$ cat src/rtl/uart_pkg.sv
// Shared definitions for the UART receive path and the LED panel command parser.
package uart_pkg;

  // Receiver FSM states.
  typedef enum logic [2:0] {
    IDLE      = 3'd0,
    START     = 3'd1,
    DATA      = 3'd2,
    STOP      = 3'd3,
    WAIT_IDLE = 3'd4
  } uart_state_e;

  localparam int CLKS_PER_BIT_DEFAULT = 20;

  // Panel command opcodes (low nibble of the first command byte).
  localparam logic [3:0] OP_COLOUR = 4'h0;
  localparam logic [3:0] OP_SET    = 4'h1;
  localparam logic [3:0] OP_CLR    = 4'h2;
  localparam logic [3:0] OP_CLS    = 4'h3;
  localparam logic [3:0] OP_RESET  = 4'hF;

  // Majority of three samples.
  function automatic logic maj3(input logic a, input logic b, input logic c);
    return (a & b) | (a & c) | (b & c);
  endfunction

endpackage

$ cat src/rtl/bit_sync.sv
// Two-flop synchroniser for a single asynchronous input.
module bit_sync #(
  parameter logic RESET_VAL = 1'b1
) (
  input  logic clk,
  input  logic reset,
  input  logic async_i,
  output logic sync_o
);

  logic meta_q;
  logic sync_q;

  // Shift the async input through two flops; both start at RESET_VAL.
  always_ff @(posedge clk) begin
    if (reset) begin
      meta_q <= RESET_VAL;
      sync_q <= RESET_VAL;
    end else begin
      meta_q <= async_i;
      sync_q <= meta_q;
    end
  end

  assign sync_o = sync_q;

endmodule

$ cat src/rtl/uart_rx_frontend.sv
// 8N1 UART receiver: synchroniser, start-bit glitch rejection, 3-sample
// majority vote per bit, framing-error and break reporting.
//
// Output handshake: rx_dv is a one-cycle valid strobe with no ready; the
// consumer must take rx_data in that cycle. rx_data then holds until the next
// rx_dv. frame_err (and rx_break with it) is a separate one-cycle strobe that
// never coincides with rx_dv.
module uart_rx_frontend
  import uart_pkg::*;
#(
  parameter int CLKS_PER_BIT = CLKS_PER_BIT_DEFAULT
) (
  input  logic        clk,
  input  logic        reset,
  input  logic        rx_serial,
  output logic        rx_dv,
  output logic [7:0]  rx_data,
  output logic        frame_err,
  output logic        rx_break,
  output logic        busy,
  output uart_state_e dbg_state
);

  localparam logic [7:0] HALF_BIT = 8'((CLKS_PER_BIT - 1) / 2);
  localparam logic [7:0] LAST     = 8'(CLKS_PER_BIT - 1);
  localparam logic [7:0] SMP_A    = 8'(CLKS_PER_BIT - 3);
  localparam logic [7:0] SMP_B    = 8'(CLKS_PER_BIT - 2);

  logic        rxs;
  uart_state_e state_q, state_d;
  logic [7:0]  clk_cnt_q, clk_cnt_d;
  logic [2:0]  bit_idx_q, bit_idx_d;
  logic [7:0]  shift_q, shift_d;
  logic [1:0]  hist_q, hist_d;
  logic [7:0]  rx_data_q, rx_data_d;
  logic        rx_dv_q, rx_dv_d;
  logic        frame_err_q, frame_err_d;
  logic        rx_break_q, rx_break_d;
  logic        vote;

  bit_sync #(.RESET_VAL(1'b1)) u_sync (
    .clk     (clk),
    .reset   (reset),
    .async_i (rx_serial),
    .sync_o  (rxs)
  );

  // The samples at C-3 and C-2 are held in hist_q; the third (C-1) sample is
  // the live rxs in the cycle the vote is consumed.
  assign vote = maj3(hist_q[1], hist_q[0], rxs);

  // State and datapath registers.
  always_ff @(posedge clk) begin
    if (reset) begin
      state_q     <= IDLE;
      clk_cnt_q   <= '0;
      bit_idx_q   <= '0;
      shift_q     <= '0;
      hist_q      <= '0;
      rx_data_q   <= '0;
      rx_dv_q     <= 1'b0;
      frame_err_q <= 1'b0;
      rx_break_q  <= 1'b0;
    end else begin
      state_q     <= state_d;
      clk_cnt_q   <= clk_cnt_d;
      bit_idx_q   <= bit_idx_d;
      shift_q     <= shift_d;
      hist_q      <= hist_d;
      rx_data_q   <= rx_data_d;
      rx_dv_q     <= rx_dv_d;
      frame_err_q <= frame_err_d;
      rx_break_q  <= rx_break_d;
    end
  end

  // Next-state, counters, vote history and strobes.
  always_comb begin
    state_d     = state_q;
    clk_cnt_d   = clk_cnt_q;
    bit_idx_d   = bit_idx_q;
    shift_d     = shift_q;
    hist_d      = hist_q;
    rx_data_d   = rx_data_q;
    rx_dv_d     = 1'b0;
    frame_err_d = 1'b0;
    rx_break_d  = 1'b0;

    if ((state_q == DATA || state_q == STOP) &&
        (clk_cnt_q == SMP_A || clk_cnt_q == SMP_B)) begin
      hist_d = {hist_q[0], rxs};
    end

    unique case (state_q)
      IDLE: begin
        if (!rxs) begin
          state_d   = START;
          clk_cnt_d = '0;
        end
      end
      START: begin
        if (clk_cnt_q == HALF_BIT) begin
          clk_cnt_d = '0;
          if (!rxs) begin
            state_d   = DATA;
            bit_idx_d = '0;
          end else begin
            state_d = IDLE;  // start bit did not survive: glitch, no strobe
          end
        end else begin
          clk_cnt_d = clk_cnt_q + 8'd1;
        end
      end
      DATA: begin
        if (clk_cnt_q == LAST) begin
          clk_cnt_d = '0;
          shift_d   = {vote, shift_q[7:1]};  // LSB first: first bit lands at bit 0
          if (bit_idx_q == 3'd7) begin
            state_d = STOP;
          end else begin
            bit_idx_d = bit_idx_q + 3'd1;
          end
        end else begin
          clk_cnt_d = clk_cnt_q + 8'd1;
        end
      end
      STOP: begin
        if (clk_cnt_q == LAST) begin
          clk_cnt_d = '0;
          if (vote) begin
            rx_data_d = shift_q;
            rx_dv_d   = 1'b1;
            state_d   = IDLE;  // back at stop-bit centre, ready for the next edge
          end else begin
            frame_err_d = 1'b1;
            rx_break_d  = (shift_q == 8'h00);
            state_d     = WAIT_IDLE;
          end
        end else begin
          clk_cnt_d = clk_cnt_q + 8'd1;
        end
      end
      WAIT_IDLE: begin
        if (rxs) begin
          state_d = IDLE;  // a held-low line reports only one error
        end
      end
      default: begin
        state_d = IDLE;
      end
    endcase
  end

  assign rx_dv     = rx_dv_q;
  assign rx_data   = rx_data_q;
  assign frame_err = frame_err_q;
  assign rx_break  = rx_break_q;
  assign busy      = (state_q != IDLE);
  assign dbg_state = state_q;

endmodule

$ cat config.mk
export PLATFORM = sky130hd
export DESIGN_NAME = uart_rx_frontend
export DESIGN_NICKNAME = d
export VERILOG_FILES = /design/src/rtl/uart_pkg.sv /design/src/rtl/bit_sync.sv /design/src/rtl/uart_rx_frontend.sv
export SDC_FILE = /design/constraint.sdc
export NUM_CORES = 1
export LEC_CHECK = 0
export ABC_AREA = 1
export BUFFER_PORTS_ARGS = -buffer_cell sky130_fd_sc_hd__buf_2
export CAP_MARGIN = 20
export CORE_ASPECT_RATIO = 1.75
export CORE_MARGIN = 5
export CORE_UTILIZATION = 57
export DETAILED_ROUTE_END_ITERATION = 7
export PLACE_DENSITY = 0.78
export SETUP_SLACK_MARGIN = 0.05
export SLEW_MARGIN = 20
export SYNTH_ARGS = -nofsm -noshare
export SYNTH_HDL_FRONTEND = slang
export SYNTH_SLANG_ARGS = --single-unit
export TNS_END_PERCENT = 50
$ cat constraint.sdc
create_clock -name clk -period 3.6 [get_ports clk]
set_clock_uncertainty 0.1 [all_clocks]
set_input_delay 0 -clock clk [delete_from_list [all_inputs] [get_ports clk]]
set_output_delay 0 -clock clk [all_outputs]
set_load 0.005 [all_outputs]
==> impl_metrics.json <==
{
  "status": "finished, final reports clean",
  "grt_pass1_vias": 1495,
  "dp_cells": 316,
  "port_buffers": 17,
  "synth-async-reset-ratio": 0,
  "yosys_warnings": 0,
  "grt_first_pass_wirelength_mm": 6.520,
  "cts_post_setup_buffers_inserted": 0,
  "layout.cells.non_filler": 327,
  "routed_via_density": 4.817,
  "finish.instance_area_mm2": 0.002068,
  "detail_route.drc_violations": 0,
  "critPathLaunchType": "flip-flop",
  "hold_viol": 0,
  "combinational_family_with_the_most_area_after_synthesis": "simple AND/OR/NAND/NOR gates",
  "final_min_period_over_clock_period": 0.4885,
  "cts-root-to-sink-buffers": 2,
  "die_width_um": 52.81,
  "ys_dominant_reg_cell": "sky130_fd_sc_hd__dfxtp_1",
  "yosys_register_bits": 37,
  "detail_route.wirelength_mm": 3.626,
  "timing.critical_path.required_ns": 3.68,
  "p_leak_nw": 1.017,
  "total_track_usage": 0.1939,
  "power_density_mw_per_mm2": 592.1,
  "wirelength_met1_mm": 1.424,
  "syn_area_per_cell_um2": 7.004,
  "place_area_mm2": 0.001923,
  "place.gp.congestion": 0.8401,
  "arrival_ns": 1.84,
  "detail_route.iter0.violations": 19,
  "route.antenna.remaining_nets": 0,
  "overflow": 0,
  "number_of_detailed_routing_iterations_run_before_antenna_repair": 4,
  "compound_cell_area_share_of_the_yosys_netlist": 0.1157,
  "seq_area_um2": 740.7,
  "max_slew.worst_pin.slew_ns": 0.7347,
  "cap_violations": 0,
  "sequential_share_of_the_synthesized_area": 0.4052,
  "design.core.area_mm2": 0.003108,
  "top_area_cells_in_the_synthesized_netlist": "sky130_fd_sc_hd__dfxtp_1 (41%), sky130_fd_sc_hd__nand2_1 (10%), sky130_fd_sc_hd__nor2_1 (9.9%), sky130_fd_sc_hd__inv_1 (9.0%), sky130_fd_sc_hd__o21ai_0 (4.9%)",
  "detailroute.via_count": 1575,
  "crit_buf_inv": 1,
  "crit_path_max_incr_delay_ns": 0.43,
  "drive_above_1_share": 0.1690,
  "synth_simple_gate_area_frac": 0.3176,
  "synth_cell_area_mm2": 0.001828,
  "yosys.area_share.xor_xnor": 0.004791,
  "floorplan.io_pins": 18,
  "count_of_instances_resized_after_the_clock_tree_is_built": 0,
  "postSynthCellCount": 261,
  "synth_top_area_share": 0.4052,
  "final_nets": 291,
  "crit_path_top_delay_cell": "sky130_fd_sc_hd__dfxtp_1",
  "crit_family": "simple AND/OR/NAND/NOR gates",
  "finalMaxSlewViolations": 0,
  "max_freq_mhz": 568.7,
  "clock-root-buffer": "sky130_fd_sc_hd__clkbuf_8",
  "maxUsedRoutingLayer": "met4",
  "routed-wl-met3_um": 113,
  "rsz0062_at_grt": "false",
  "maximum_number_of_pins_on_one_net_before_global_route_repair": 26,
  "crit_chain": "ha_1, inv_1, nor3_4, nand3_2, o21ai_0, a21oi_1",
  "placementRows": 27,
  "wl_per_cell_um": 11.09,
  "ctsHoldBuffers": 3,
  "period_minus_slack_ns": 1.758,
  "met2_length_mm": 1.972,
  "relative_slew_margins": 0.5096,
  "cts_tree": "built",
  "cts_buffers": 5,
  "cts_htree_levels": 2,
  "cts_sinks": 37,
  "synth_cell_type_count": 29,
  "insertion_delay_ns": 0.30,
  "synth_enable_flop_cells": 0,
  "synth.net_count": 269,
  "share_of_synthesized_cell_area_in_full_adder_half_adder_and_majority_cells": 0.03422,
  "synth.largest_area_cell": "sky130_fd_sc_hd__dfxtp_1",
  "die-height_um": 84.92,
  "setup_violations": 0,
  "clkTransAtPathRegs_ns": 0.07,
  "antenna_cells_inserted": 0,
  "number_of_fillers_in_the_final_layout": 287,
  "syn2layout_area_growth_pct": 13.14,
  "synth_mux_area_frac": 0,
  "dpl.hpwl_mm": 2.657,
  "die_area_mm2": 0.004484,
  "timing.critical_path.to_type": "flip-flop",
  "area_of_combinational_cells_with_multiple_inputs_um2": 863.3,
  "worstSetupPathType": "reg2reg",
  "cp_max_fo": 16,
  "finish.utilization": 0.6655,
  "finalSetupTns_ns": 0,
  "vdd.ir_drop.worst_uv": 577.5,
  "initial_utilization": 0.5882,
  "antenna_found_initial": 0,
  "hold_class": "reg2reg"
}
[worst paths after layout]
path,from,cells after the start,to,slack (ns)
min reg2reg,u_sync.meta_q,1,u_sync.sync_o,0.31
min,u_sync.meta_q,1,u_sync.sync_o,0.31
max,clk_cnt_q[0],6,shift_q[1],1.84
max reg2reg,clk_cnt_q[0],6,shift_q[1],1.84
[synth_stat cells, types with 3 or more instances]
cell type                 number
sky130_fd_sc_hd__a21oi_1      14
sky130_fd_sc_hd__dfxtp_1      37
sky130_fd_sc_hd__ha_1          5
sky130_fd_sc_hd__inv_1        44
sky130_fd_sc_hd__inv_2         4
sky130_fd_sc_hd__nand2_1      50
sky130_fd_sc_hd__nand2_2       5
sky130_fd_sc_hd__nand3_1       6
sky130_fd_sc_hd__nand3_2       3
sky130_fd_sc_hd__nand4_1       3
sky130_fd_sc_hd__nor2_1       48
sky130_fd_sc_hd__o21ai_0      18
[report_power, final]
group / total (mW) / switching [mW] / internal, mW
clock: 0.362 / 0.155 / 0.207
combinational: 0.379 / 0.253 / 0.126
sequential: 0.483 / 0.0395 / 0.444
total: 1.22 / 0.447 / 0.777
[cells in the final DEF, fill, tap and decap left out]
cell                            instances
sky130_fd_sc_hd__buf_2                 17
sky130_fd_sc_hd__nor2_4                 1
sky130_fd_sc_hd__clkinv_4               1
sky130_fd_sc_hd__nor2_2                 2
sky130_fd_sc_hd__inv_2                  4
sky130_fd_sc_hd__nor4_1                 2
sky130_fd_sc_hd__clkinvlp_4             1
sky130_fd_sc_hd__nand3_1                6
sky130_fd_sc_hd__nor3_4                 1
sky130_fd_sc_hd__dlygate4sd3_1          3
sky130_fd_sc_hd__o21ai_0               18
sky130_fd_sc_hd__bufinv_16              1
sky130_fd_sc_hd__nor2_1                48
sky130_fd_sc_hd__or2_2                  2
sky130_fd_sc_hd__ha_1                   5
sky130_fd_sc_hd__nor3_2                 1
sky130_fd_sc_hd__nand2_1               50
sky130_fd_sc_hd__o21bai_1               1
sky130_fd_sc_hd__nand3_2                3
sky130_fd_sc_hd__nand4_1                3
sky130_fd_sc_hd__a21oi_1               14
sky130_fd_sc_hd__o21ai_2                2
sky130_fd_sc_hd__o211ai_1               1
sky130_fd_sc_hd__xor2_1                 1
sky130_fd_sc_hd__clkbuf_8               5
sky130_fd_sc_hd__a21oi_2                1
sky130_fd_sc_hd__dfxtp_1               37
sky130_fd_sc_hd__nand4_4                1
sky130_fd_sc_hd__nand2_2                5
sky130_fd_sc_hd__inv_1                 44
sky130_fd_sc_hd__o21ai_1                2
sky130_fd_sc_hd__and3_1                 1
[sequential cells by signal, summed over array words and instances (netlist names)]
name,cells
bit_idx_q,3
clk_cnt_q,8
dbg_state,3
frame_err,1
hist_q,2
rx_break,1
rx_data,8
rx_dv,1
shift_q,8
u_sync.meta_q,1
u_sync.sync_o,1
[metal layers]
metal,vias up,GRT usage
met5,-,0
met4,0,0.1023
met3,8,0.04218
met2,19,0.3473
met1,695,0.1996
li1,853,-
[cells by family (layout without fill, tap and decap cells)]
group,count (synthesis),after routing
fa+ha+maj,5,5
simple gates,126,126
compound gates,39,39
flops,37,37
xor+xnor,1,1
buf+inv,53,76
[layout make-up]
type,count,share of cell area
multi-input combinational,171,0.4174
timing repair buffer,20,0.05566
clock buffer,5,0.03327
inverter,48,0.08711
clock inverter,3,0.02238
tap,43,0.02601
sequential,37,0.3581
[per-stage QoR]
step / setup WS (ns) / hold WS (ns) / total power, mW
final: 1.842 / 0.3118 / 1.225
after global routing: 1.682 / 0.3333 / 1.311
after CTS: 1.840 / 0.3114 / 1.239
after detailed placement: 1.852 / 0.09060 / 0.8714
after global placement: 1.946 / 0.08157 / 0.8612
after floorplan: 2.045 / 0.003811 / 0.7753
No activity file was read; power rests on OpenSTA's default activity.
